==> src/rtl/crypto_pkg.sv <==
// Shared definitions for the ENCRY crypto sequencer and the control unit that drives it.
package crypto_pkg;

  typedef enum logic [1:0] {
    IDLE   = 2'd0,
    LOAD   = 2'd1,
    ROUND  = 2'd2,
    FINISH = 2'd3
  } crypto_state_t;

  localparam logic [6:0] OP_ENCRY = 7'b1111111;
  localparam logic [2:0] F3_ENC   = 3'b000;
  localparam logic [2:0] F3_DEC   = 3'b001;

endpackage

==> src/rtl/crypto_round_seq_if.sv <==
// Handshake and datapath-control bundle between the CU (master) and the round sequencer (slave).
interface crypto_round_seq_if #(
  parameter int ROUND_W = 2
);

  logic               CRY_START;
  logic [2:0]         CRY_FUNC3;
  logic               CRY_ABORT;
  logic               CRY_BUSY;
  logic               CRY_DONE;
  logic               CRY_ILLEGAL;
  logic               CRY_LOAD;
  logic               CRY_ROUND_EN;
  logic [ROUND_W-1:0] CRY_ROUND;
  logic [ROUND_W-1:0] CRY_KEY_SEL;
  logic               CRY_RESULT_WE;

  modport master (
    output CRY_START, CRY_FUNC3, CRY_ABORT,
    input  CRY_BUSY, CRY_DONE, CRY_ILLEGAL, CRY_LOAD, CRY_ROUND_EN,
           CRY_ROUND, CRY_KEY_SEL, CRY_RESULT_WE
  );

  modport slave (
    input  CRY_START, CRY_FUNC3, CRY_ABORT,
    output CRY_BUSY, CRY_DONE, CRY_ILLEGAL, CRY_LOAD, CRY_ROUND_EN,
           CRY_ROUND, CRY_KEY_SEL, CRY_RESULT_WE
  );

endinterface

==> src/rtl/crypto_round_seq.sv <==
// Start/busy/done sequencer for the ENCRY round datapath: load, ROUNDS round steps, result write.
// All outputs are Moore-decoded from the registered state, round counter, mode bit and illegal flag.
module crypto_round_seq
  import crypto_pkg::*;
#(
  parameter int ROUNDS  = 4,
  parameter int ROUND_W = 2
) (
  input  logic                CRY_CLK,
  input  logic                CRY_RESET,
  crypto_round_seq_if.slave   cry
);

  localparam logic [ROUND_W-1:0] LAST_ROUND = ROUND_W'(ROUNDS - 1);

  crypto_state_t      state;
  logic [ROUND_W-1:0] counter;
  logic               mode;
  logic               illegal_pulse;
  logic               func3_legal;
  logic               in_round;

  assign func3_legal = (cry.CRY_FUNC3 == F3_ENC) || (cry.CRY_FUNC3 == F3_DEC);

  // Abort overrides everything, including a START seen in the same IDLE cycle.
  always_ff @(posedge CRY_CLK or posedge CRY_RESET) begin
    if (CRY_RESET) begin
      state         <= IDLE;
      counter       <= '0;
      mode          <= 1'b0;
      illegal_pulse <= 1'b0;
    end else begin
      illegal_pulse <= 1'b0;
      if (cry.CRY_ABORT) begin
        state   <= IDLE;
        counter <= '0;
        mode    <= 1'b0;
      end else begin
        case (state)
          IDLE: begin
            if (cry.CRY_START) begin
              if (func3_legal) begin
                state   <= LOAD;
                counter <= '0;
                mode    <= (cry.CRY_FUNC3 == F3_DEC);
              end else begin
                illegal_pulse <= 1'b1;
              end
            end
          end
          LOAD: state <= ROUND;
          ROUND: begin
            // Terminal compare instead of wrap, so ROUNDS == 2**ROUND_W still works.
            if (counter == LAST_ROUND) begin
              state <= FINISH;
            end else begin
              counter <= counter + ROUND_W'(1);
            end
          end
          FINISH: begin
            state   <= IDLE;
            counter <= '0;
          end
          default: state <= IDLE;
        endcase
      end
    end
  end

  assign in_round = (state == ROUND);

  assign cry.CRY_BUSY      = (state != IDLE);
  assign cry.CRY_DONE      = (state == FINISH) || illegal_pulse;
  assign cry.CRY_ILLEGAL   = illegal_pulse;
  assign cry.CRY_LOAD      = (state == LOAD);
  assign cry.CRY_ROUND_EN  = in_round;
  assign cry.CRY_RESULT_WE = (state == FINISH);
  assign cry.CRY_ROUND     = in_round ? counter : '0;
  // Decrypt walks the key schedule backwards.
  assign cry.CRY_KEY_SEL   = !in_round ? '0 : (mode ? (LAST_ROUND - counter) : counter);

endmodule

==> src/flat_wrapper.sv <==
// flat-port wrapper written by rule: the top's interface ports become plain ports
module crypto_round_seq_flat import crypto_pkg::*;
#(
  parameter int ROUNDS  = 4,
  parameter int ROUND_W = 2
)
  (CRY_CLK, CRY_RESET, cry_CRY_START, cry_CRY_FUNC3, cry_CRY_ABORT, cry_CRY_BUSY, cry_CRY_DONE, cry_CRY_ILLEGAL, cry_CRY_LOAD, cry_CRY_ROUND_EN, cry_CRY_ROUND, cry_CRY_KEY_SEL, cry_CRY_RESULT_WE);
  crypto_round_seq_if #(.ROUND_W(ROUND_W)) cry_i ();
  input  logic CRY_CLK;
  input  logic CRY_RESET;
  input wire logic [$bits(cry_i.CRY_START)-1:0] cry_CRY_START;
  input wire logic [$bits(cry_i.CRY_FUNC3)-1:0] cry_CRY_FUNC3;
  input wire logic [$bits(cry_i.CRY_ABORT)-1:0] cry_CRY_ABORT;
  output wire logic [$bits(cry_i.CRY_BUSY)-1:0] cry_CRY_BUSY;
  output wire logic [$bits(cry_i.CRY_DONE)-1:0] cry_CRY_DONE;
  output wire logic [$bits(cry_i.CRY_ILLEGAL)-1:0] cry_CRY_ILLEGAL;
  output wire logic [$bits(cry_i.CRY_LOAD)-1:0] cry_CRY_LOAD;
  output wire logic [$bits(cry_i.CRY_ROUND_EN)-1:0] cry_CRY_ROUND_EN;
  output wire logic [$bits(cry_i.CRY_ROUND)-1:0] cry_CRY_ROUND;
  output wire logic [$bits(cry_i.CRY_KEY_SEL)-1:0] cry_CRY_KEY_SEL;
  output wire logic [$bits(cry_i.CRY_RESULT_WE)-1:0] cry_CRY_RESULT_WE;
  assign cry_i.CRY_START = cry_CRY_START;
  assign cry_i.CRY_FUNC3 = cry_CRY_FUNC3;
  assign cry_i.CRY_ABORT = cry_CRY_ABORT;
  assign cry_CRY_BUSY = cry_i.CRY_BUSY;
  assign cry_CRY_DONE = cry_i.CRY_DONE;
  assign cry_CRY_ILLEGAL = cry_i.CRY_ILLEGAL;
  assign cry_CRY_LOAD = cry_i.CRY_LOAD;
  assign cry_CRY_ROUND_EN = cry_i.CRY_ROUND_EN;
  assign cry_CRY_ROUND = cry_i.CRY_ROUND;
  assign cry_CRY_KEY_SEL = cry_i.CRY_KEY_SEL;
  assign cry_CRY_RESULT_WE = cry_i.CRY_RESULT_WE;
  crypto_round_seq #(.ROUNDS(ROUNDS), .ROUND_W(ROUND_W)) u_core (.CRY_CLK(CRY_CLK), .CRY_RESET(CRY_RESET), .cry(cry_i));
endmodule
==> config.mk <==
export PLATFORM = sky130hd
export DESIGN_NAME = crypto_round_seq_flat
export DESIGN_NICKNAME = d
export VERILOG_FILES = /design/src/rtl/crypto_pkg.sv /design/src/rtl/crypto_round_seq_if.sv /design/src/rtl/crypto_round_seq.sv /design/src/flat_wrapper.sv
export SDC_FILE = /design/constraint.sdc
export NUM_CORES = 1
export LEC_CHECK = 0
export CORE_AREA = 3 3 40 42
export DETAILED_ROUTE_END_ITERATION = 10
export DIE_AREA = 0 0 43 45
export PLACE_DENSITY = 0.7
export SLEW_MARGIN = 20
export SYNTH_ARGS = -nofsm -noshare
export SYNTH_HDL_FRONTEND = slang
export SYNTH_SLANG_ARGS = --single-unit
==> constraint.sdc <==
create_clock -name CRY_CLK -period 1.5 [get_ports CRY_CLK]
set_clock_uncertainty 0.05 [all_clocks]
set_input_delay 0.225 -clock CRY_CLK [delete_from_list [all_inputs] [get_ports CRY_CLK]]
set_output_delay 0.225 -clock CRY_CLK [all_outputs]
set_load 0.05 [all_outputs]
Yosys cells after proc, flatten, opt, wreduce, memory -nomap -nowiden
Index checks and enable logic that the tools add are counted.
- bits in registers: 6
- input port bits: 7
- output and inout port bits: 10
- logic and storage cells: 48
- add/subtract/negate cells: 2
- equal/unequal tests: 9
- muxes and demuxes: 21
- reductions and logical operators: 12
- operators with widths (cell ; number):
    2-bit two-way mux ; 11
    3-bit != test (second input constant) ; 3
    1-bit two-way mux ; 8
    2-bit case mux with 4 select lines ; 1
    2-bit nonzero test ; 4
    2-bit equality test (second input constant) ; 3
    2-bit case mux with 3 select lines ; 1
    3-bit AND reduction ; 2
    4-bit AND reduction ; 1
    4-bit nonzero test ; 1
    3-bit by 1-bit equality test with 1-bit output (second input constant) ; 1
    3-bit zero test ; 1
    3-bit by 2-bit != test with 1-bit output (second input constant) ; 1
    2-bit by 1-bit adder with 2-bit output (second input constant) ; 1
    2-bit by 1-bit equality test with 1-bit output (second input constant) ; 1
    2-bit zero test ; 1
    1-bit logical OR ; 2
    2-bit subtractor (first input constant) ; 1

Logic depth before layout (Yosys ltp)
Gate-level depths: netlist (run 1).
- word-level depth: 6
- mapped depth: 5
- mapped depth without buffers: 5

Worst setup path after synthesis (run 1)
OpenSTA, ideal clock, no wires.
- path type: reg-to-output
- start: reg u_core.state[0]
- end: out cry_CRY_KEY_SEL[0]
- arrival time: 1.546 ns
- data required time: 1.225 ns
- setup slack: -0.321 ns
- cell stages (with the launch flop): 4
- path buffers: 0
- cell sequence: dfrtp_1 > inv_1 > ha_1 > and2_1
- longest elaborated chain between the ends: 2
- ends and longest elaborated chain (what ; RTL line ; RTL):
    from (decl) ; crypto_round_seq.sv:16 ; crypto_state_t state;
    from (signal assigned) ; crypto_round_seq.sv:28 ; state <= IDLE;
    from (signal assigned) ; crypto_round_seq.sv:35 ; state <= IDLE;
    from (signal assigned) ; crypto_round_seq.sv:43 ; state <= LOAD;
    2-bit equality test ; crypto_round_seq.sv:70 ; assign in_round = (state == ROUND);
    net cry_CRY_ROUND_EN ; flat_wrapper.sv:18 ; output wire logic [$bits(cry_i.CRY_ROUND_EN)-1:0] cry_CRY_ROUND_EN;
    2-bit two-way mux ; crypto_round_seq.sv:80 ; assign cry.CRY_KEY_SEL = !in_round ? '0 : (mode ? (LAST_ROUND - counter) : counter);
    to (decl) ; flat_wrapper.sv:20 ; output wire logic [$bits(cry_i.CRY_KEY_SEL)-1:0] cry_CRY_KEY_SEL;
The timed path passes the listed nets, and every way through them passes these cells.

Worst setup path after layout (run 1)
- start: reg u_core.state[0]
- end: reg u_core.counter[1]
- longest elaborated chain between the ends: 3
- elaborated cells between the ends (all ways): 10
- those cells by class: eq/ne: 5; mux: 2; reduce/logical: 3
- ends and longest elaborated chain (what ; RTL line ; RTL):
    2-bit equality test / 2-bit zero test (equally long branches) ; crypto_round_seq.sv:39 ; case (state)
    3-bit != test (no line), or another cell as far along ; - ;
    4-bit AND reduction (no line) / 2-bit two-way mux (equally long branches) ; - ;
    to (signal assigned) ; crypto_round_seq.sv:57 ; counter <= counter + ROUND_W'(1);
    to (decl) ; crypto_round_seq.sv:17 ; logic [ROUND_W-1:0] counter;
Parallel ways exist; a longest one is shown, timed or not.
A chain may end at the register's enable or synchronous reset.

==> results of run 1 <==
==> what timing repair did <==
item                       in CTS  in global routing
setup endpoints to repair       9                 11
resized for setup              14                  3
buffers inserted                5                  2
hold endpoints to repair        0                  0
pin swaps                       6                  2
==> cells in the final DEF, fill, tap and decap left out, types with 2 or more instances in the layout <==
cell,n
nand3_1,2
ha_4,4
buf_12,9
clkdlybuf4s50_1,6
and2_4,4
inv_1,3
buf_4,11
xor2_1,2
a21oi_1,2
o211a_1,2
buf_6,5
inv_2,2
ha_1,2
dfrtp_1,5
clkbuf_4,3
o21ai_0,2
o21ai_1,2
==> routing by layer <==
metal	wire length (um)	GRT usage (%)	part of all wire (%)	vias to the layer above
met2	685	27.5	51	13
met5	0	0	0	-
met1	585	16.5	44	243
li1	-	-	-	252
met4	17	12.0	1.3	0
met3	52	2.79	3.9	4
==> sequential cells by signal, indices dropped and copies added, names as in the netlist <==
register                flops
u_core.mode                 1
u_core.counter              2
u_core.state                2
u_core.cry.CRY_ILLEGAL      1
==> power groups by stage <==
stage / Combinational [mW] / Clock [mW] / Sequential, mW
after floorplan: 0.643 / 0 / 0.271
final: 1.38 / 0.154 / 0.276
after detailed placement: 1.13 / 0 / 0.272
after CTS: 1.31 / 0.156 / 0.274
after global routing: 1.45 / 0.166 / 0.285
after global placement: 1.11 / 0 / 0.266
==> final timing paths <==
path                                                    start  slack, ps                       endpoint
worst min-delay path                                CRY_RESET        150    u_core.state[0]$_DFFE_PP0P_
min in group CRY_CLK                         cry_CRY_FUNC3[0]        510        u_core.mode$_DFFE_PP0P_
max in group asynchronous                           CRY_RESET       1030    u_core.state[1]$_DFFE_PP0P_
worst max-delay path              u_core.state[0]$_DFFE_PP0P_       -150  u_core.counter[1]$_DFFE_PP0P_
worst min register to register  u_core.counter[1]$_DFFE_PP0P_        550  u_core.counter[1]$_DFFE_PP0P_
worst max register to register    u_core.state[0]$_DFFE_PP0P_       -150  u_core.counter[1]$_DFFE_PP0P_
==> critical path: stages, from the launching register on <==
cell and delay [ps]:
dfrtp_1 410, inv_2 90, buf_6 120, ha_4 150, or3_4 370, o211a_1 140, a32o_1 200
==> metrics by stage <==
stage               hold WS (ps)  util, %  setup WS [ps]
detailed placement           413     66.4          -81.9
floorplan                  -34.0        -          -73.0
global route                 139     76.7           -228
finish                       152     76.7           -151
global placement             407     66.4          -61.5
CTS                          148     75.0           -136
==> cell families after synthesis <==
| group | count (synthesis) | share of synthesized area (%) |
|---|---|---|
| AO/OA/AOI/OAI | 15 | 22.2 |
| adder cells (fa/ha/maj) | 7 | 17.9 |
| AND/OR/NAND/NOR | 15 | 21.2 |
| XOR/XNOR | 2 | 3.57 |
| buffers and inverters | 6 | 4.59 |
| flip-flops | 6 | 30.6 |
==> layout make-up <==
class	count	area, um^2	area share, %
Clock buffer	3	22.5	2.28
Inverter	6	26.3	2.66
Multi-Input combinational cell	39	388	39.3
Sequential cell	6	151	15.4
Tap cell	15	18.8	1.90
Timing Repair Buffer	31	379	38.5
==> out/results.ini, run 1 <==
[yosys]
yosysTopAreaCellShare_pct = 30.6
synthDistinctLibCells = 24
async_flop_share_pct = 100
synth_area_leaders = dfrtp_1 31%, ha_1 18%, and2_1 5.1%
synthCells = 51
ys_top_cells_by_count = 7 x ha_1, 6 x dfrtp_1, 6 x inv_1, 4 x and2_1, 4 x o21ai_0
synth-seq-area-share_pct = 30.6
synth.cell_area_um2 = 490
synth-edff-count = 0
synth_top_area_cell = dfrtp_1
ys.flop_type = dfrtp_1
yosys_register_bits = 6
syn_avg_cell_area_um2 = 9.62
yosysMostFrequentCell = ha_1
ys.warnings.count = 0
syn_nets = 65

[worst_setup_path]
required_ps = 1580
arrival_ps = 1730
reg2reg_depth = 6
end_kind = flip-flop
path_max_fanout = 3
crit_type = reg -> reg
worstSetupStartpointType = flip-flop

[sta]
finalCritPeriodShare_pct = 110
setup_slack_ps = -151
finalHoldViolations = 0
slew_headroom_pct = 78.3
fmax_mhz = 606
rsz0062_at_grt = yes
finalMaxSlewViolations = 0
worstMarginPinSlew_ps = 324
fin_setup_tns_ps = -1020
setup-violations-final = 10
min_period_ps = 1650

[grt]
gr-total-overflow = 0
first_global_vias = 513
grtUsageTotal_pct = 15.6
grt_pass1_wl_um = 2160
grt_max_degree = 7
antenna_found_initial = 0

[job]
drv_cap = 0

[floorplanning]
die_x_um = 43
design.core.area_um2 = 1280
fp.dieH_um = 45
dieArea_um2 = 1940
ioPinCount = 17
start_util_pct = 38.2
rows = 13

[run_status]
status = finished, violations left
violations = setup timing

[power]
power_density_nw_per_um2 = 1840
switching_share_pct = 43.5
p_int_mw = 1.02
p_leak_nw = 0.458
switchingPower_mw = 0.790
peakVddDrop_v = 0.00125
p_total_mw = 1.81
seqPwrFrac_pct = 15.2
pwr-share-clk_pct = 8.5
p_comb_share_pct = 76.3

[route]
drtPass1Iterations = 2
vias_per_cell = 5.12
ant_nets = 0
wl_um = 1340
vias = 512
wire_per_inst_um = 13.4
drt_iter0_drc = 3
drcViolationCount = 0

[cts]
max-clock-path-buffers = 2
cts_tree = done
cts_hold_buf = 0
cts_made_buffers = 3
cts.sinks = 6
clkLatencyLatePin_ps = 250
root_buffer = clkbuf_4
path_clk_slew_ps = 50
htreeDepth = 1

[place]
place_area_um2 = 853
dp.cells = 90
place_hpwl_um = 1020
numPortBuffers = 16
gp_congestion = 0.802

[min_path]
hold_class = in -> async

[finish]
antennaDiodeCount = 0
final_cells = 100
nNetsFinal = 101
drive_gt1_share_pct = 52.9
nFillCells = 76
final_area_um2 = 986
area_delta_synth_final_pct = 101

Power figures use the tool's default switching activity.
==> run 2, diff against run 1 <==
--- a/constraint.sdc
+++ b/constraint.sdc
@@ -4,2 +4,2 @@
 set_output_delay 0.225 -clock CRY_CLK [all_outputs]
-set_load 0.05 [all_outputs]
+set_load 0.01 [all_outputs]
==> run 2 against run 1 <==
  * Die area is the same
  * Sequential share of layout area grew 0.63 points
  * Largest cell class unchanged
  * Worst hold slack gained 8.4 ps
  * Via count grew 5.9%
  * Core utilization shrank 3.0 points
  * Non-clock buffer count grew 6
  * Global-route usage shrank 0.24 points
  * The flow still finishes with violations (setup timing)
==> out/results.ini, run 2 (synthesis gave the netlist of run 1 again) <==
[finish]
drive_gt1_share_pct = 53.8
antennaDiodeCount = 0
layout_commonest_cell = buf_4
utilization_pct = 73.7
final_cells = 106
top_regs = u_core.counter: 2 flops, u_core.state: 2 flops
area_delta_synth_final_pct = 93.1
nNetsFinal = 107
final_cell_mix = 14 x buf_4, 12 x buf_6, 7 x clkdlybuf4s50_1, 5 x ha_4, 5 x dfrtp_1

[cts]
max-clock-path-buffers = 2
htreeDepth = 1
cts_tree = done
cts.sinks = 6
cts_hold_buf = 0
clkLatencyLatePin_ps = 240
cts_made_buffers = 3
path_clk_slew_ps = 40
root_buffer = clkbuf_4

[grt]
gr-total-overflow = 0
grt_max_degree = 8
first_global_vias = 527
grtUsageTotal_pct = 15.4
antenna_found_initial = 0
grt_pass1_wl_um = 2220

[place]
dp.cells = 93
place_hpwl_um = 1020
gp_congestion = 0.881
numPortBuffers = 16
dp_slack_ps = -197

[power]
pwr-share-clk_pct = 9.5
switchingPower_mw = 0.563
p_comb_share_pct = 73.2
p_leak_nw = 0.478
power_density_nw_per_um2 = 1600
peakVddDrop_v = 0.000798
switching_share_pct = 37.2
p_int_mw = 0.949
seqPwrFrac_pct = 17.3

[job]
drv_cap = 0

[run_status]
violations = setup timing
status = finished, violations left

[floorplanning]
start_util_pct = 38.2
ioPinCount = 17
fp.dieH_um = 45
dieArea_um2 = 1940
design.core.area_um2 = 1280
rows = 13
die_x_um = 43

[route]
vias_per_cell = 5.11
wire_per_inst_um = 13.1
drtPass1Iterations = 3
vias = 542
ant_nets = 0
drcViolationCount = 0
wl_um = 1390
drt_iter0_drc = 12

[sta]
rsz0062_at_grt = yes
fin_setup_tns_ps = -876
finalHoldViolations = 0
worstMarginPinSlew_ps = 250
setup_slack_ps = -186
finalCritPeriodShare_pct = 112
finalMaxSlewViolations = 0
slew_headroom_pct = 83.0
min_period_ps = 1690
fmax_mhz = 593
setup-violations-final = 9

[worst_setup_path]
arrival_ps = 1760
critPathMaxStageDelay_ps = 410
critPathTopFamily = flip-flops
path_max_fanout = 3
end_kind = flip-flop
cp_num_buf_inv = 2
required_ps = 1580
path_common_cell = buf_6
crit_chain = buf_6, ha_4, buf_6, or3_4, o211a_1, a32o_1
reg2reg_slack_ps = -190
critPathSlowestCell = dfrtp_1
crit_type = reg -> reg
worstSetupStartpointType = flip-flop

[min_path]
hold_class = in -> async

## run 2: power groups by stage
stage                     Combinational, mW  Clock [mW]  Sequential (mW)
after global placement                0.781           0            0.248
after floorplan                       0.406           0            0.257
after detailed placement              0.799           0            0.255
final                                  1.11       0.143            0.262
after CTS                             0.938       0.147            0.259
after global routing                   1.21       0.156            0.270
## run 2: what timing repair did
| item | 4_1_cts | 5_1_grt |
|---|---|---|
| hold endpoints to repair | 0 | 0 |
| buffers inserted | 9 | 2 |
| resized for setup | 40 | 21 |
| pin swaps | 5 | 9 |
| endpoints found under the setup margin | 11 | 13 |
## run 2: worst register-to-register path, stage by stage (launching register included)
cell and delay, ps:
dfrtp_1 410, buf_6 140, ha_4 150, buf_6 110, or3_4 390, o211a_1 140, a32o_1 200
## run 2: path summary, 6_finish.rpt
check	start	endpoint	cells after the start
worst max-delay path	u_core.state[0]$_DFFE_PP0P_	u_core.counter[1]$_DFFE_PP0P_	6
max in group asynchronous	CRY_RESET	u_core.state[1]$_DFFE_PP0P_	2
min in group CRY_CLK	cry_CRY_FUNC3[0]	u_core.mode$_DFFE_PP0P_	3
worst min-delay path	CRY_RESET	u_core.cry.CRY_ILLEGAL$_DFF_PP0_	2
worst max register to register	u_core.state[0]$_DFFE_PP0P_	u_core.counter[1]$_DFFE_PP0P_	6
worst min register to register	u_core.mode$_DFFE_PP0P_	u_core.mode$_DFFE_PP0P_	2
## run 2: cell type report
cell class,instances,area [um^2]
clock buffer,3,22.5
fill,89,338
inverter,6,22.5
multi-input combinational,39,398
sequential,6,151
tap,15,18.8
timing repair buffer,37,334
## run 2: metrics by stage
| stage | total power, mW | area [um^2] | hold WS (ps) |
|---|---|---|---|
| 4_1_cts | 1.34 | 858 | 161 |
| 3_3_place_gp | 1.03 | 777 | 408 |
| 6_report | 1.51 | 947 | 161 |
| 2_1_floorplan | 0.664 | 515 | -34.0 |
| 3_5_place_dp | 1.05 | 777 | 420 |
| 5_1_grt | 1.64 | 947 | 180 |
## run 2: per-layer routing
| metal | GRT usage, % | routed length, um | vias to the layer above |
|---|---|---|---|
| met2 | 27.2 | 708 | 20 |
| li1 | - | - | 265 |
| met4 | 9.04 | 56 | 0 |
| met1 | 18.0 | 538 | 250 |
| met3 | 1.59 | 84 | 7 |
| met5 | 0 | 0 | - |
